File: src/rtl/wb_mem_tester_pkg.sv
// Shared types and helpers for the Wishbone memory tester.
// Latency: none (declarations only).
// Backpressure: n/a.
// Contents: FSM state encoding, LFSR mask, error counter width, LFSR step.
package wb_mem_tester_pkg;

   typedef enum logic [2:0] {
      ST_IDLE   = 3'd0,
      ST_WR_REQ = 3'd1,
      ST_WR_GAP = 3'd2,
      ST_RD_REQ = 3'd3,
      ST_RD_GAP = 3'd4,
      ST_DONE   = 3'd5
   } state_t;

   localparam logic [31:0] LFSR_MASK = 32'h8020_0003;
   localparam int          ERR_CNT_W = 16;

   // Galois LFSR step: shift right, fold the mask in when the bit shifted out is 1.
   function automatic logic [31:0] lfsr_next(input logic [31:0] x);
      return x[0] ? ((x >> 1) ^ LFSR_MASK) : (x >> 1);
   endfunction

endpackage

File: src/rtl/wb_mem_tester_if.sv
// Wishbone B3 classic bus bundle between the tester (master) and a target (slave).
// Latency: none (wires only).
// Backpressure: the target stretches a cycle by withholding wb_ack_i / wb_err_i.
// Signals: cyc/stb/we/adr/dat_o/sel from master; ack/err/dat_i from slave.
interface wb_mem_tester_if;
   logic        wb_cyc_o;
   logic        wb_stb_o;
   logic        wb_we_o;
   logic [31:0] wb_adr_o;
   logic [31:0] wb_dat_o;
   logic [3:0]  wb_sel_o;
   logic        wb_ack_i;
   logic        wb_err_i;
   logic [31:0] wb_dat_i;

   modport master (
      output wb_cyc_o, wb_stb_o, wb_we_o, wb_adr_o, wb_dat_o, wb_sel_o,
      input  wb_ack_i, wb_err_i, wb_dat_i
   );

   modport slave (
      input  wb_cyc_o, wb_stb_o, wb_we_o, wb_adr_o, wb_dat_o, wb_sel_o,
      output wb_ack_i, wb_err_i, wb_dat_i
   );
endinterface

File: src/rtl/wb_mem_tester_lfsr.sv
// Pattern generator register: loads a seed or advances one Galois LFSR step.
// Latency: q reflects load/adv one clock after they are sampled.
// Backpressure: holds its value whenever neither load nor adv is asserted.
// Ports: clk_i, rst_ni, load (priority over adv), adv, seed[31:0] -> q[31:0].
module wb_mem_tester_lfsr
   import wb_mem_tester_pkg::*;
#(
   parameter logic [31:0] RST_VAL = 32'hACE1_2345
) (
   input  logic        clk_i,
   input  logic        rst_ni,
   input  logic        load,
   input  logic        adv,
   input  logic [31:0] seed,
   output logic [31:0] q
);

   always_ff @(posedge clk_i or negedge rst_ni) begin
      if (!rst_ni)   q <= RST_VAL;
      else if (load) q <= seed;
      else if (adv)  q <= lfsr_next(q);
   end

endmodule

File: src/rtl/wb_mem_tester.sv
// Wishbone self-test initiator: writes an LFSR pattern over a word range, reads it back, compares.
// Latency: bus request one cycle after start; 2 cycles per zero-wait access plus a one-cycle gap.
// Backpressure: each request is held stable until the target returns ack or err.
// Ports: clk_i, rst_ni, start_i; status busy/done/pass/timeout, err_count, first_err_*; wb (master).
// Optional: WB_MEM_TESTER_TIMEOUT_EN adds an ack watchdog of TIMEOUT_CYCLES cycles per request.
module wb_mem_tester
   import wb_mem_tester_pkg::*;
#(
   parameter logic [31:0] ADDR_BASE      = 32'h0000_0000,
   parameter int          WORDS          = 1024,
   parameter logic [31:0] LFSR_SEED      = 32'hACE1_2345,
   parameter int          TIMEOUT_CYCLES = 1023
) (
   input  logic                 clk_i,
   input  logic                 rst_ni,
   input  logic                 start_i,
   output logic                 busy_o,
   output logic                 done_o,
   output logic                 pass_o,
   output logic                 timeout_o,
   output logic [ERR_CNT_W-1:0] err_count_o,
   output logic [31:0]          first_err_adr_o,
   output logic [31:0]          first_err_exp_o,
   output logic [31:0]          first_err_got_o,
   wb_mem_tester_if.master      wb
);

   if (WORDS < 1 || WORDS > 65535) begin : g_bad_words
      $error("wb_mem_tester: WORDS must be in 1..65535");
   end
   if (ADDR_BASE[1:0] != 2'b00) begin : g_bad_base
      $error("wb_mem_tester: ADDR_BASE must be 4-byte aligned");
   end
   if (TIMEOUT_CYCLES < 1 || TIMEOUT_CYCLES > 65535) begin : g_bad_tmo
      $error("wb_mem_tester: TIMEOUT_CYCLES must be in 1..65535");
   end

   localparam logic [15:0] LAST_IDX = 16'(WORDS - 1);

   state_t                state, state_n;
   logic [15:0]           idx, idx_n;
   logic [31:0]           adr_q, adr_n;
   logic [ERR_CNT_W-1:0]  err_cnt, cnt_n;
   logic [31:0]           fadr_n, fexp_n, fgot_n;
   logic                  timeout_q, timeout_n;
   logic                  cyc_q, we_q, busy_q, done_q, pass_q;
   logic [3:0]            sel_q;
   logic                  lfsr_load, lfsr_adv;
   logic [31:0]           lfsr_q;
   logic                  resp, last, mism, req_n, pass_n;
   logic [31:0]           got_v;
`ifdef WB_MEM_TESTER_TIMEOUT_EN
   localparam logic [15:0] TMO_LAST = 16'(TIMEOUT_CYCLES - 1);
   logic [15:0]           tmo_cnt, tmo_n;
`endif

   wb_mem_tester_lfsr #(.RST_VAL(LFSR_SEED)) u_lfsr (
      .clk_i (clk_i),
      .rst_ni(rst_ni),
      .load  (lfsr_load),
      .adv   (lfsr_adv),
      .seed  (LFSR_SEED),
      .q     (lfsr_q)
   );

   always_comb begin
      state_n   = state;
      idx_n     = idx;
      adr_n     = adr_q;
      cnt_n     = err_cnt;
      fadr_n    = first_err_adr_o;
      fexp_n    = first_err_exp_o;
      fgot_n    = first_err_got_o;
      timeout_n = timeout_q;
      lfsr_load = 1'b0;
      lfsr_adv  = 1'b0;
      mism      = 1'b0;
      got_v     = '0;
      // err wins over ack when both arrive together; either one ends the access.
      resp      = wb.wb_ack_i | wb.wb_err_i;
      last      = (idx == LAST_IDX);

      case (state)
         ST_IDLE, ST_DONE: begin
            if (start_i) begin
               state_n   = ST_WR_REQ;
               idx_n     = '0;
               adr_n     = ADDR_BASE;
               cnt_n     = '0;
               fadr_n    = '0;
               fexp_n    = '0;
               fgot_n    = '0;
               timeout_n = 1'b0;
               lfsr_load = 1'b1;
            end
         end
         ST_WR_REQ: begin
            if (resp) begin
               mism     = wb.wb_err_i;
               lfsr_adv = 1'b1;
               if (last) begin
                  // Rewind pattern and address so the read pass regenerates the same sequence.
                  idx_n     = '0;
                  adr_n     = ADDR_BASE;
                  lfsr_load = 1'b1;
                  state_n   = ST_RD_GAP;
               end else begin
                  idx_n   = idx + 16'd1;
                  adr_n   = adr_q + 32'd4;
                  state_n = ST_WR_GAP;
               end
            end
         end
         ST_WR_GAP: state_n = ST_WR_REQ;
         ST_RD_GAP: state_n = ST_RD_REQ;
         ST_RD_REQ: begin
            if (resp) begin
               mism     = wb.wb_err_i | (wb.wb_dat_i != lfsr_q);
               got_v    = wb.wb_dat_i;
               lfsr_adv = 1'b1;
               if (last) begin
                  state_n = ST_DONE;
               end else begin
                  idx_n   = idx + 16'd1;
                  adr_n   = adr_q + 32'd4;
                  state_n = ST_RD_GAP;
               end
            end
         end
         default: state_n = ST_IDLE;
      endcase

      if (mism) begin
         if (err_cnt == '0) begin
            fadr_n = adr_q;
            fexp_n = lfsr_q;
            fgot_n = got_v;
         end
         if (err_cnt != '1) cnt_n = err_cnt + 1'b1;
      end

`ifdef WB_MEM_TESTER_TIMEOUT_EN
      // Counter is zero outside REQ, so every REQ entry starts counting from 0.
      tmo_n = '0;
      if ((state == ST_WR_REQ || state == ST_RD_REQ) && !resp) begin
         tmo_n = tmo_cnt + 16'd1;
         if (tmo_cnt == TMO_LAST) begin
            state_n   = ST_DONE;
            timeout_n = 1'b1;
         end
      end
`endif

      req_n  = (state_n == ST_WR_REQ) || (state_n == ST_RD_REQ);
      pass_n = (state_n == ST_DONE) && (cnt_n == '0) && !timeout_n;
   end

   always_ff @(posedge clk_i or negedge rst_ni) begin
      if (!rst_ni) begin
         state           <= ST_IDLE;
         idx             <= '0;
         adr_q           <= '0;
         err_cnt         <= '0;
         first_err_adr_o <= '0;
         first_err_exp_o <= '0;
         first_err_got_o <= '0;
         timeout_q       <= 1'b0;
         cyc_q           <= 1'b0;
         we_q            <= 1'b0;
         sel_q           <= '0;
         busy_q          <= 1'b0;
         done_q          <= 1'b0;
         pass_q          <= 1'b0;
      end else begin
         state           <= state_n;
         idx             <= idx_n;
         adr_q           <= adr_n;
         err_cnt         <= cnt_n;
         first_err_adr_o <= fadr_n;
         first_err_exp_o <= fexp_n;
         first_err_got_o <= fgot_n;
         timeout_q       <= timeout_n;
         cyc_q           <= req_n;
         we_q            <= (state_n == ST_WR_REQ);
         sel_q           <= req_n ? 4'hF : 4'h0;
         busy_q          <= (state_n != ST_IDLE) && (state_n != ST_DONE);
         done_q          <= (state_n == ST_DONE);
         pass_q          <= pass_n;
      end
   end

`ifdef WB_MEM_TESTER_TIMEOUT_EN
   always_ff @(posedge clk_i or negedge rst_ni) begin
      if (!rst_ni) tmo_cnt <= '0;
      else         tmo_cnt <= tmo_n;
   end
`endif

   assign busy_o      = busy_q;
   assign done_o      = done_q;
   assign pass_o      = pass_q;
   assign timeout_o   = timeout_q;
   assign err_count_o = err_cnt;

   assign wb.wb_cyc_o = cyc_q;
   assign wb.wb_stb_o = cyc_q;
   assign wb.wb_we_o  = we_q;
   assign wb.wb_sel_o = sel_q;
   assign wb.wb_adr_o = adr_q;
   // The LFSR resets to the seed, so gate it to keep write data at 0 outside writes.
   assign wb.wb_dat_o = we_q ? lfsr_q : 32'h0;

endmodule
File: src/flat_wrapper.sv
// flat-port wrapper written by rule: the top's interface ports become plain ports
module wb_mem_tester_flat import wb_mem_tester_pkg::*;
#(
   parameter logic [31:0] ADDR_BASE      = 32'h0000_0000,
   parameter int          WORDS          = 1024,
   parameter logic [31:0] LFSR_SEED      = 32'hACE1_2345,
   parameter int          TIMEOUT_CYCLES = 1023
)
  (clk_i, rst_ni, start_i, busy_o, done_o, pass_o, timeout_o, err_count_o, first_err_adr_o, first_err_exp_o, first_err_got_o, wb_wb_cyc_o, wb_wb_stb_o, wb_wb_we_o, wb_wb_adr_o, wb_wb_dat_o, wb_wb_sel_o, wb_wb_ack_i, wb_wb_err_i, wb_wb_dat_i);
  wb_mem_tester_if wb_i ();
  input  logic clk_i;
  input  logic rst_ni;
  input  logic start_i;
  output logic busy_o;
  output logic done_o;
  output logic pass_o;
  output logic timeout_o;
  output logic [ERR_CNT_W-1:0] err_count_o;
  output logic [31:0] first_err_adr_o;
  output logic [31:0] first_err_exp_o;
  output logic [31:0] first_err_got_o;
  output wire logic [$bits(wb_i.wb_cyc_o)-1:0] wb_wb_cyc_o;
  output wire logic [$bits(wb_i.wb_stb_o)-1:0] wb_wb_stb_o;
  output wire logic [$bits(wb_i.wb_we_o)-1:0] wb_wb_we_o;
  output wire logic [$bits(wb_i.wb_adr_o)-1:0] wb_wb_adr_o;
  output wire logic [$bits(wb_i.wb_dat_o)-1:0] wb_wb_dat_o;
  output wire logic [$bits(wb_i.wb_sel_o)-1:0] wb_wb_sel_o;
  input wire logic [$bits(wb_i.wb_ack_i)-1:0] wb_wb_ack_i;
  input wire logic [$bits(wb_i.wb_err_i)-1:0] wb_wb_err_i;
  input wire logic [$bits(wb_i.wb_dat_i)-1:0] wb_wb_dat_i;
  assign wb_wb_cyc_o = wb_i.wb_cyc_o;
  assign wb_wb_stb_o = wb_i.wb_stb_o;
  assign wb_wb_we_o = wb_i.wb_we_o;
  assign wb_wb_adr_o = wb_i.wb_adr_o;
  assign wb_wb_dat_o = wb_i.wb_dat_o;
  assign wb_wb_sel_o = wb_i.wb_sel_o;
  assign wb_i.wb_ack_i = wb_wb_ack_i;
  assign wb_i.wb_err_i = wb_wb_err_i;
  assign wb_i.wb_dat_i = wb_wb_dat_i;
  wb_mem_tester #(.ADDR_BASE(ADDR_BASE), .WORDS(WORDS), .LFSR_SEED(LFSR_SEED), .TIMEOUT_CYCLES(TIMEOUT_CYCLES)) u_core (.clk_i(clk_i), .rst_ni(rst_ni), .start_i(start_i), .busy_o(busy_o), .done_o(done_o), .pass_o(pass_o), .timeout_o(timeout_o), .err_count_o(err_count_o), .first_err_adr_o(first_err_adr_o), .first_err_exp_o(first_err_exp_o), .first_err_got_o(first_err_got_o), .wb(wb_i));
endmodule
File: config.mk
export PLATFORM = sky130hd
export DESIGN_NAME = wb_mem_tester_flat
export DESIGN_NICKNAME = d
export VERILOG_FILES = /design/src/rtl/wb_mem_tester_pkg.sv /design/src/rtl/wb_mem_tester_if.sv /design/src/rtl/wb_mem_tester_lfsr.sv /design/src/rtl/wb_mem_tester.sv /design/src/flat_wrapper.sv
export SDC_FILE = /design/constraint.sdc
export NUM_CORES = 1
export LEC_CHECK = 0
export CAP_MARGIN = 20
export CORE_ASPECT_RATIO = 0.6
export CORE_UTILIZATION = 40
export CTS_BUF_LIST = sky130_fd_sc_hd__clkbuf_8 sky130_fd_sc_hd__clkbuf_16
export DETAILED_ROUTE_END_ITERATION = 10
export PLACE_DENSITY_LB_ADDON = 0.15
export SYNTH_ARGS = -nofsm -noshare
export SYNTH_HDL_FRONTEND = slang
export SYNTH_SLANG_ARGS = --single-unit
File: constraint.sdc
create_clock -name clk_i -period 3.8 [get_ports clk_i]
set_input_delay 0.57 -clock clk_i [delete_from_list [all_inputs] [get_ports clk_i]]
set_output_delay 0.57 -clock clk_i [all_outputs]
set_load 0.005 [all_outputs]
# --- Yosys cells after proc, flatten, opt, wreduce, memory -nomap -nowiden ---
# Index checks and enable logic that the tools add are counted.
op_classes:
  bitwise: 3
  muxes: 52
  add_sub_neg: 3
  n_reduce_logical: 14
  eq_ne: 16
op_table:
  columns: ["cell", "count"]
  rows:
  - ["2-to-1 mux 32 bit", 23]
  - ["2-to-1 mux 16 bit", 9]
  - ["case mux 32 bit (3 select lines)", 1]
  - ["case mux 16 bit (3 select lines)", 1]
  - ["adder 16 x 1 -> 16 bit, second input constant", 2]
  - ["adder 32 x 3 -> 32 bit, second input constant", 1]
  - ["zero test 16 bit", 2]
  - ["inequality test 32 bit", 1]
  - ["== test 16 x 10 -> 1 bit, second input constant", 1]
  - ["inequality test 16 bit, second input constant", 1]
  - ["case mux 3 bit (5 select lines)", 1]
  - ["2-to-1 mux 3 bit", 4]
  - ["2-to-1 mux 1 bit", 10]
  - ["== test 3 x 2 -> 1 bit, second input constant", 3]
  - ["== test 3 bit, second input constant", 3]
  - ["== test 3 x 1 -> 1 bit, second input constant", 2]
  - ["nonzero test 3 bit", 2]
  - ["AND reduction 5 bit", 1]
  - ["2-to-1 mux 4 bit", 1]
  - ["inequality test 2 x 1 -> 1 bit, second input constant", 2]
  - ["inequality test 2 bit, second input constant", 2]
  - ["inverter 3 -> 4 bit", 1]
  - ["case mux 1 bit (2 select lines)", 2]
  - ["OR reduction 2 bit", 2]
  - ["other kinds (7)", 10]
totals:
  inputBits: 37
  reg_bits: 205
  wordCells: 103

# --- Longest topological paths before layout ---
# Gate-level depths: netlist of run 1.
depth:
  word_depth: 8
  mapped_depth: 13
  depth_no_buf: 10

# --- Modules after synthesis ---
# From an unflattened synthesis of run 1, not the netlist that was laid out.
hier_totals:
  hier_cells: 1070
  hier_area_um2: 9801.9
by_module_without_submodules:
  columns: ["module", "area_each_um2", "instances", "cells_per_inst"]
  rows:
  - ["wb_mem_tester", 8255.4, 1, 927]
  - ["wb_mem_tester_lfsr", 1546.5, 1, 143]

# --- Worst setup path before layout of run 1 ---
# OpenSTA, ideal clock, no wires.
synth_timing:
  kind: "in2reg"
  startpoint: "input wb_wb_err_i"
  endpoint: "register u_core.pass_q, in the netlist u_core.pass_o"
  cell_stages: 12
  path_buffers: 3
  required_ns: 3.680
  t_arrival_ns: 2.343
  slack_ns: 1.337
  setup_time_ns: 0.120
  cell_sequence: "nor2_4 -> nor2_8 -> and2_1 -> buf_4 -> a21boi_4 -> o21a_1 -> buf_6 -> or2_1 -> buf_4 -> a31oi_2 -> nor3_1 -> and4_1"
synth_between:
  elab_chain_cells: 7
synth_rtl:
  columns: ["element", "line", "rtl"]
  rows:
  - ["start: declaration", "flat_wrapper.sv:29", "input wire logic [$bits(wb_i.wb_err_i)-1:0] wb_wb_err_i;"]
  - ["OR 1 bit, on equally long branches", "wb_mem_tester.sv:118, wb_mem_tester.sv:80", null]
  - ["2-to-1 mux 1 bit, on equally long branches", "wb_mem_tester.sv:117, wb_mem_tester.sv:98", null]
  - ["case mux 1 bit (2 select lines) (*)", "wb_mem_tester.sv:83", "case (state)"]
  - ["2-to-1 mux 16 bit (*)", "wb_mem_tester.sv:133", "if (mism) begin"]
  - ["net u_core.cnt_n[7]", "wb_mem_tester.sv:43", "logic [ERR_CNT_W-1:0] err_cnt, cnt_n;"]
  - ["zero test 16 bit (*)", "wb_mem_tester.sv:155", "pass_n = (state_n == ST_DONE) && (cnt_n == '0) && !timeout_n;"]
  - ["logical AND 1 bit (*) (2 in a row)", "wb_mem_tester.sv:155", null]
  - ["net u_core.pass_n", "wb_mem_tester.sv:50", "logic resp, last, mism, req_n, pass_n;"]
  - ["end signal: assignment", "wb_mem_tester.sv:188", "pass_q <= pass_n;"]
  - ["end: declaration", "wb_mem_tester.sv:46", "logic cyc_q, we_q, busy_q, done_q, pass_q;"]
# The timed path passes the listed nets; every way through them passes the cells marked *.
# A chain may end at the register's enable or synchronous reset.

# --- Final worst setup path of run 1 ---
layout_timing:
  startpoint: "input wb_wb_dat_i[27]"
  endpoint: "register u_core.pass_q, in the netlist u_core.pass_o"
layout_between:
  elab_chain_cells: 8
layout_rtl:
  columns: ["element", "line", "rtl"]
  rows:
  - ["start: declaration", "flat_wrapper.sv:30", "input wire logic [$bits(wb_i.wb_dat_i)-1:0] wb_wb_dat_i;"]
  - ["inequality test 32 bit", "wb_mem_tester.sv:118", "mism = wb.wb_err_i | (wb.wb_dat_i != lfsr_q);"]
  - ["OR 1 bit", "wb_mem_tester.sv:118", null]
  - ["2-to-1 mux 1 bit", "wb_mem_tester.sv:117", "if (resp) begin"]
  - ["case mux 1 bit (2 select lines)", "wb_mem_tester.sv:83", null]
  - ["2-to-1 mux 16 bit", "wb_mem_tester.sv:133", null]
  - ["zero test 16 bit", "wb_mem_tester.sv:155", null]
  - ["logical AND 1 bit (2 in a row)", "wb_mem_tester.sv:155", null]
  - ["net u_core.pass_n", "wb_mem_tester.sv:50", null]
# The timed path passes the listed nets, and every way through them passes these cells.

==> results of run 1 <==
==> worst reg2reg max path: stages, from the launching register on <==
cell      delay [ns]
dfstp_2         0.64
xnor2_1         0.16
nand4_1         0.22
nor4_4          0.46
a21boi_4        0.12
o21a_1          0.25
buf_4           0.23
o21a_2          0.22
o221a_2         0.23
nor4_1          0.16
and4_1          0.21
==> per-layer routing <==
metal  up-vias  global-route usage, %  routed length (um)
li1       3924                      -                   -
met1      4052                  40.02               15350
met2       324                  29.68               10990
met3        15                  6.795                2497
met4         0                  4.356                 231
met5         -                      0                   0
==> cells in the mapped netlist, types with 3 or more instances <==
| library cell | n |
|---|---|
| ha_1 | 4 |
| nor2_1 | 55 |
| xnor2_1 | 47 |
| o21ai_1 | 3 |
| buf_4 | 11 |
| nor2b_1 | 3 |
| xor2_1 | 22 |
| or3_1 | 12 |
| dfstp_2 | 14 |
| a21oi_1 | 37 |
| inv_1 | 11 |
| nand3_1 | 162 |
| nor4_1 | 5 |
| and3_1 | 10 |
| a31oi_2 | 4 |
| and2_1 | 37 |
| a31oi_1 | 4 |
| clkbuf_1 | 41 |
| buf_2 | 12 |
| o21a_1 | 3 |
| o21ai_0 | 23 |
| mux2i_1 | 3 |
| nand4_1 | 20 |
| nand2_1 | 252 |
| and4_1 | 6 |
| dfrtp_1 | 185 |
| nor3_1 | 13 |
| buf_1 | 5 |
==> area by class of cell <==
| class | count | area (um2) | share of cell area, % |
|---|---|---|---|
| Clock buffer | 17 | 425.4 | 3.367 |
| Clock inverter | 15 | 145.1 | 1.149 |
| Inverter | 11 | 41.29 | 0.3268 |
| Multi-Input combinational cell | 773 | 4213 | 33.34 |
| Sequential cell | 199 | 4997 | 39.55 |
| Tap cell | 315 | 394.1 | 3.119 |
| Timing Repair Buffer | 243 | 2419 | 19.14 |
==> path summary, 6_finish.rpt <==
kind | startpoint | endpoint | slack [ns] | cells past startpoint
setup / recovery | wb_wb_dat_i[27] | u_core.pass_o | 0.79 | 11
hold / removal | rst_ni | u_core.err_count_o[3] | 0.14 | 1
setup reg to reg | u_core.u_lfsr.q[27] | u_core.pass_o | 0.84 | 10
hold reg to reg | u_core.first_err_adr_o[7] | u_core.first_err_adr_o[7] | 0.49 | 2
max in group asynchronous | rst_ni | u_core.u_lfsr.q[6] | 2.75 | 2
min in group clk_i | u_core.first_err_adr_o[7] | u_core.first_err_adr_o[7] | 0.49 | 2
==> metrics by stage <==
stage / cell area [um2] / hold slack (ns) / total power [W] / setup slack (ns)
2_1_floorplan: 9575 / 0.2744 / 0.004841 / 1.337
3_3_place_gp: 12060 / 0.4715 / 0.006385 / 0.4296
3_5_place_dp: 12060 / 0.4761 / 0.006415 / 0.4122
4_1_cts: 12630 / 0.1675 / 0.008216 / 0.8147
5_1_grt: 12630 / 0.1864 / 0.008661 / 0.6199
6_report: 12630 / 0.1369 / 0.008176 / 0.7928
==> registers in the layout, summed over array words and instances, names as in the netlist <==
register,flops
u_core.wb.wb_adr_o,30
u_core.pass_o,1
u_core.wb.wb_sel_o,1
u_core.first_err_adr_o,32
u_core.first_err_got_o,32
u_core.u_lfsr.q,32
u_core.first_err_exp_o,32
u_core.busy_o,1
u_core.done_o,1
u_core.state,3
u_core.wb.wb_we_o,1
u_core.timeout_o,1
u_core.idx,16
u_core.err_count_o,16
==> report_power, final <==
| part | internal, W | switching (W) |
|---|---|---|
| Sequential | 0.00263 | 0.000639 |
| Combinational | 0.00142 | 0.00171 |
| Clock | 0.000918 | 0.000864 |
| Total | 0.00497 | 0.00321 |
==> logic make-up (layout without fill, tap and decap cells) <==
logic type / Yosys count / count (layout) / share of synthesized area [%]
other: 1 / 2 / 0.03918
adder cells (fa/ha/maj): 4 / 4 / 0.5229
multiplexers: 4 / 4 / 0.4706
flip-flops: 199 / 199 / 52.21
AO/OA/AOI/OAI: 97 / 97 / 6.549
buffers and inverters: 82 / 286 / 4.000
XOR/XNOR: 69 / 69 / 6.314
AND/OR/NAND/NOR: 597 / 597 / 29.90
==> reports/qor.txt, run 1 <==
status: complete, no violations
nets@finish: 1,286
Clk pin slew, worst setup/hold paths: 0.07 ns
Die Y: 121.8 um
final setup fails: 0
classification of the worst setup path: input port to flop
Rel. slew slack: 34.28%
Max stage delay on crit path: 0.56 ns
worst min-delay path class: input port to async pin
DR pass1 iterations: 5
register area share after synthesis: 52.21%
RSZ-0062 raised after global routing: false
CP Data Required Time: 4.17 ns
Clock Sink Count: 199
most common cell after layout, fill and taps aside: nand2_1
commonest register cell after synthesis: dfrtp_1
ranking of synthesized cells by area: dfrtp_1, nand2_1, nand3_1, xnor2_1, dfstp_2
CTS tree: done
Post-CTS Resized: 0
max_cap viols: 0
1st-iter DRT viols: 706
distinct cell type count after synthesis: 66
slowest library cell on the worst path: clkdlybuf4s50_1
Skew-Pair Late Insertion Delay: 0.44 ns
pin count of the biggest net entering global routing: 77
power per cell area: 647.1 nW/um2
Final Util: 54.23%
skew final: 0.01084 ns
DP HPWL: 20,210 um
peak supply drop: 0.3289 mV
root buffer cell: clkbuf_16
Area Overhead vs Synth: 32.00%
Initial Util: 41.09%
final std cells w/o fill: 1,573
Slew Limit Fails: 0
yosys warns: 0
I/O pin count: 224
placed cells: 1,541
syn avg cell area: 9.090 um2
most frequent cells in the layout: nand2_1, clkdlybuf4s50_1, dfrtp_1, nand3_1, nor2_1
EDFF count, synth: 0
Slew @ Worst Pin: 0.9858 ns
Crit. End Element: flop
Worst Path Buf+Inv: 2
Routed Wire Length: 29,070 um
Rows: 43
fillers: 2,153
htree depth: 4
crit path DAT: 3.38 ns
antenna violations before repair: 0
Routed Antenna Nets: 0
CP Launch Type: input port
ant diodes: 0
synthesized area: 9572 um2
Fin. Hold Viols: 0
grt total ovfl: 0
Port Buf Inserts: 221
GRT Total Usage: 24.05%
Die ar.: 24,570 um2
Period minus WS final: 3.007 ns
Chip Width: 201.7 um
CTS Buf Count: 17
Post-synth ARST share: 100.0%
Avg Vias per Cell: 5.286
vias in the first global route: 7,607
total core area: 23,300 um2
Final period util: 79.14%
LEAKAGE: 5.637 nW
area leader, netlist: dfrtp_1
number of setup buffers added after CTS: 0
total negative setup slack: 0 ns
DR WL/cell: 18.48 um
clk buf depth: 2
crit path max fanout: 23
wire length of the first global-routing pass: 45,260 um
share of cells above drive strength 1: 7.631%
Remaining DRCs: 0
fmax: 332.5 MHz
GPL Wtd Cong: 0.8574
Synth top area share: 48.37%
Yosys reg bits: 199
cells after synthesis: 1,053
cts hold-fix bufs: 0
CP top delay family: simple AND/OR/NAND/NOR gates
worst-path cell chain: clkdlybuf4s50_1 > xnor2_1 > nand4_1 > nor4_4 > a21boi_4 > o21a_1 > buf_4 > o21a_2 > o221a_2 > nor4_1 > and4_1
Vias: 8,315
(Power assumes the default switching activity.)
==> run 2, diff against run 1 <==
==> constraint.sdc (replaced) <==
create_clock -name clk_i -period 3 [get_ports clk_i]
set_input_delay 0.45 -clock clk_i [delete_from_list [all_inputs] [get_ports clk_i]]
set_output_delay 0.45 -clock clk_i [all_outputs]
set_load 0.005 [all_outputs]
==> reports/qor.txt, run 2 (same netlist as run 1, synthesis figures left out) <==
status: finished with violations
violated checks: hold timing
wire length of the first global-routing pass: 45,930 um
switching share of power: 38.22%
Internal: 0.006584 W
fmax: 353.2 MHz
R2R cell count: 11
combinational power share: 41.8%
Final period util: 94.39%
classification of the worst setup path: flop to flop
crit path max fanout: 16
CP Data Required Time: 3.37 ns
clock power share: 20.7%
most frequent cells in the layout: nand2_1, clkdlybuf4s50_1, dfrtp_1, nand3_1, buf_4
root buffer cell: clkbuf_16
Seq pwr share: 37.5%
Clk pin slew, worst setup/hold paths: 0.07 ns
Initial Util: 41.09%
RSZ-0062 raised after global routing: false
total negative setup slack: 0 ns
LEAKAGE: 5.880 nW
most common cell after layout, fill and taps aside: nand2_1
Hold Slack: -0.002937 ns
grt total ovfl: 0
Routed Antenna Nets: 0
placed cells: 1,585
Skew-Pair Late Insertion Delay: 0.44 ns
Area Overhead vs Synth: 35.70%
GRT Total Usage: 24.44%
I/O pin count: 224
ant diodes: 0
skew final: 0.01519 ns
total power: 0.01066 W
Die Y: 121.8 um
Slew Limit Fails: 0
share of cells above drive strength 1: 10.45%
vias in the first global route: 7,778
CP Launch Type: flop
peak supply drop: 0.3979 mV
setup ws final: 0.1684 ns
Rel. slew slack: 49.04%
Crit. End Element: flop
register area: 4997 um2
antenna violations before repair: 0
switching power total: 0.004074 W
R2R setup slack: 0.17 ns
GPL Wtd Cong: 0.8859
Routed Wire Length: 29,690 um
Rows: 43
1st-iter DRT viols: 578
Period minus WS final: 2.832 ns
pin count of the biggest net entering global routing: 64
nets@finish: 1,331
reg2reg start: u_core.u_lfsr.q[21]
Multi-input gate area: 4213 um2
fillers: 2,117
setup slack at placement: -0.2170 ns
CTS tree: done
Avg Vias per Cell: 5.187
htree depth: 4
total core area: 23,300 um2
DP HPWL: 21,030 um
Slew @ Worst Pin: 0.7619 ns
power per cell area: 820.6 nW/um2
Area after DPL: 12,430 um2
clk buf depth: 2
Chip Width: 201.7 um
Vias: 8,382
DR WL/cell: 18.37 um
Remaining DRCs: 0
r2r endpoint: u_core.pass_o
final std cells w/o fill: 1,616
Final Cell Area: 12,990 um2
Clock Sink Count: 199
Die ar.: 24,570 um2
CTS Buf Count: 17
crit path DAT: 3.20 ns
max_cap viols: 0
final setup fails: 0
worst min-delay path class: input port to async pin
Fin. Hold Viols: 1
Port Buf Inserts: 221
DR pass1 iterations: 5
run 2: power by group through the flow:
stage | sequential [W] | combinational [W] | clock, W
floorplan | 0.00382 | 0.00231 | 0
global placement | 0.00401 | 0.00442 | 0
detailed placement | 0.00402 | 0.00443 | 0
CTS | 0.00398 | 0.00446 | 0.00227
global route | 0.00406 | 0.00485 | 0.00238
finish | 0.00400 | 0.00445 | 0.00220
run 2: area by class of cell:
type	instances	area share (%)
Sequential cell	199	38.47
Multi-Input combinational cell	773	32.43
Timing Repair Buffer	288	21.51
Clock buffer	20	3.593
Tap cell	315	3.034
Clock inverter	10	0.6358
Inverter	11	0.3179
run 2: worst max path at each step:
stage,from,endpoint,slack [ns],cells past startpoint
finish,u_core.u_lfsr.q[21],u_core.pass_o,0.17,11
global route,u_core.u_lfsr.q[21],u_core.pass_o,0.04,11
CTS,u_core.u_lfsr.q[27],u_core.pass_o,0.11,11
detailed placement,wb_wb_dat_i[26],u_core.pass_o,-0.22,12
global placement,wb_wb_dat_i[27],u_core.pass_o,-0.18,11
floorplan,u_core.u_lfsr.q[2],u_core.pass_o,0.57,11
run 2: stage by stage:
stage / hold WS (ns) / utilization [%]
global placement: 0.4707 / 53.36
floorplan: 0.1544 / -
CTS: 0.007113 / 55.72
finish: -0.002937 / 55.75
detailed placement: 0.4776 / 53.36
global route: 0.01957 / 55.75
run 2: worst max-delay path, cell delays in order (launching register included):
cell and delay (ns):
dfstp_2 0.65, xnor2_1 0.15, nand4_1 0.16, nor4_4 0.31, buf_4 0.18, a21boi_4 0.06, o21a_1 0.25, buf_12 0.18
o21a_2 0.19, o221a_2 0.23, nor4_1 0.16, and4_1 0.23
run 2: metal layers:
| metal | share of wire, % | vias up | GRT usage, % |
|---|---|---|---|
| met5 | 0 | - | 0 |
| met4 | 0.93 | 0 | 5.019 |
| met3 | 8.3 | 21 | 7.303 |
| met2 | 38 | 306 | 29.96 |
| met1 | 53 | 4050 | 40.34 |
| li1 | - | 4005 | - |
run 2: what timing repair did:
item | in CTS | in global routing
endpoints found under the setup margin | 0 | 1
resized for setup | 0 | 0
endpoints found under the hold margin | 0 | 0
buffers inserted | 0 | 1
hold buffers | 0 | 0
==> run 3, diff against run 2 <==
--- a/config.mk
+++ b/config.mk
@@ -10,6 +10,7 @@
 export CORE_UTILIZATION = 40
 export CTS_BUF_LIST = sky130_fd_sc_hd__clkbuf_8 sky130_fd_sc_hd__clkbuf_16
 export DETAILED_ROUTE_END_ITERATION = 10
+export GPL_ROUTABILITY_DRIVEN = 0
 export PLACE_DENSITY_LB_ADDON = 0.15
 export SYNTH_ARGS = -nofsm -noshare
 export SYNTH_HDL_FRONTEND = slang
==> constraint.sdc (replaced) <==
create_clock -name clk_i -period 3.3 [get_ports clk_i]
set_input_delay 0.495 -clock clk_i [delete_from_list [all_inputs] [get_ports clk_i]]
set_output_delay 0.495 -clock clk_i [all_outputs]
set_load 0.005 [all_outputs]
==> reports/qor.txt, run 3 (same netlist as run 1, synthesis figures left out) <==
CP Capture Point: u_core.pass_o
I/O pin count: 224
1st-iter DRT viols: 707
most common cell after layout, fill and taps aside: nand2_1
placed cells: 1,563
number of setup buffers added after CTS: 0
antenna violations before repair: 0
final std cells w/o fill: 1,596
root buffer cell: clkbuf_16
gr busiest metal: met1
combinational power share: 40.9%
Hold Slack: 0.06068 ns
Initial Util: 41.09%
Avg Vias per Cell: 5.299
CP Launch Type: flop
DR pass1 iterations: 5
Slew @ Worst Pin: 0.6242 ns
Chip Width: 201.7 um
ant diodes: 0
reg2reg start: u_core.u_lfsr.q[26]
Port Buf Inserts: 221
fmax: 346.1 MHz
grt total ovfl: 0
switching share of power: 38.51%
Vias: 8,457
Crit. End Element: flop
r2r endpoint: u_core.pass_o
Rel. slew slack: 58.38%
classification of the worst setup path: flop to flop
R2R cell count: 10
Die ar.: 24,570 um2
RSZ-0062 raised after global routing: false
CTS tree: done
DP HPWL: 20,530 um
met2 usage: 30.26%
pin count of the biggest net entering global routing: 72
Clock Sink Count: 199
total power: 0.009600 W
htree depth: 4
switching power total: 0.003697 W
Routed Antenna Nets: 0
CP Launch Point: u_core.u_lfsr.q[26]
worst min-delay path class: input port to async pin
Rows: 43
clk buf depth: 2
crit path DAT: 3.27 ns
most frequent cells in the layout: nand2_1, clkdlybuf4s50_1, dfrtp_1, nand3_1, nor2_1
nets@finish: 1,309
GRT Total Usage: 24.50%
Seq pwr share: 37.9%
status: complete, no violations
Die Y: 121.8 um
Area Overhead vs Synth: 34.33%
met1 global-route usage: 40.14%
clock power share: 21.1%
Period minus WS final: 2.889 ns
Skew-Pair Late Insertion Delay: 0.45 ns
skew final: 0.01721 ns
Slew Limit Fails: 0
CP Data Required Time: 3.68 ns
Routed Wire Length: 29,370 um
wire length of the first global-routing pass: 46,510 um
grt met3 use: 7.277%
Post-CTS Resized: 0
share of cells above drive strength 1: 9.055%
cts hold-fix bufs: 0
final setup fails: 0
fillers: 2,149
total core area: 23,300 um2
LEAKAGE: 5.773 nW
Fin. Hold Viols: 0
power per cell area: 746.7 nW/um2
DR WL/cell: 18.40 um
CTS Buf Count: 17
max_cap viols: 0
crit path max fanout: 23
Remaining DRCs: 0
Clk pin slew, worst setup/hold paths: 0.07 ns
total negative setup slack: 0 ns
peak supply drop: 0.4487 mV
Internal: 0.005903 W
R2R setup slack: 0.41 ns
Final period util: 87.55%
vias in the first global route: 7,827
## run 3: stage by stage
step	cell area (um2)	setup WS, ns	util (%)
after detailed placement	12270	-0.03395	52.66
final	12860	0.4110	55.19
after global placement	12270	-0.005517	52.66
after CTS	12830	0.3715	55.07
after floorplan	9575	0.8748	-
after global routing	12860	0.2500	55.19
## run 3: power by group through the flow
stage	combinational (W)	clock, W	sequential (W)
floorplan	0.00210	0	0.00347
global placement	0.00387	0	0.00366
global route	0.00429	0.00218	0.00371
finish	0.00393	0.00203	0.00364
CTS	0.00391	0.00208	0.00363
detailed placement	0.00390	0	0.00367
## run 3: metal layers
layer  part of all wire [%]  up-vias  routed length (um)
met5                      0        -                   0
met4                   0.87        0                 256
met3                    9.6       17                2808
met2                     38      346               11230
met1                     51     4124               15080
li1                       -     3970                   -
## run 3: area by class of cell
cell class | count | area, um2 | area share, %
repair buffers | 266 | 2649 | 20.60
clock buffers | 19 | 452.9 | 3.523
well taps | 315 | 394.1 | 3.065
flip-flops and latches | 199 | 4997 | 38.87
inverters | 11 | 41.29 | 0.3211
clock inverters | 13 | 110.1 | 0.8564
multi-input cells | 773 | 4213 | 32.77
## run 3: worst min path at each step
| stage | endpoint | slack (ns) | depth (start not counted) |
|---|---|---|---|
| after floorplan | u_core.busy_o | 0.20 | 0 |
| after global placement | u_core.first_err_exp_o[0] | 0.47 | 2 |
| after detailed placement | u_core.first_err_got_o[27] | 0.48 | 2 |
| after CTS | u_core.err_count_o[6] | 0.08 | 1 |
| after global routing | u_core.err_count_o[4] | 0.1 | 1 |
| final | u_core.err_count_o[4] | 0.06 | 1 |
## run 3: critical path, stage by stage (launching register included)
cell and delay, ns:
dfstp_2 0.65, xnor2_1 0.14, nand4_1 0.15, nor4_4 0.49, a21boi_4 0.12, o21a_1 0.27, buf_12 0.19, o21a_2 0.19
o221a_2 0.24, nor4_1 0.16, and4_1 0.21
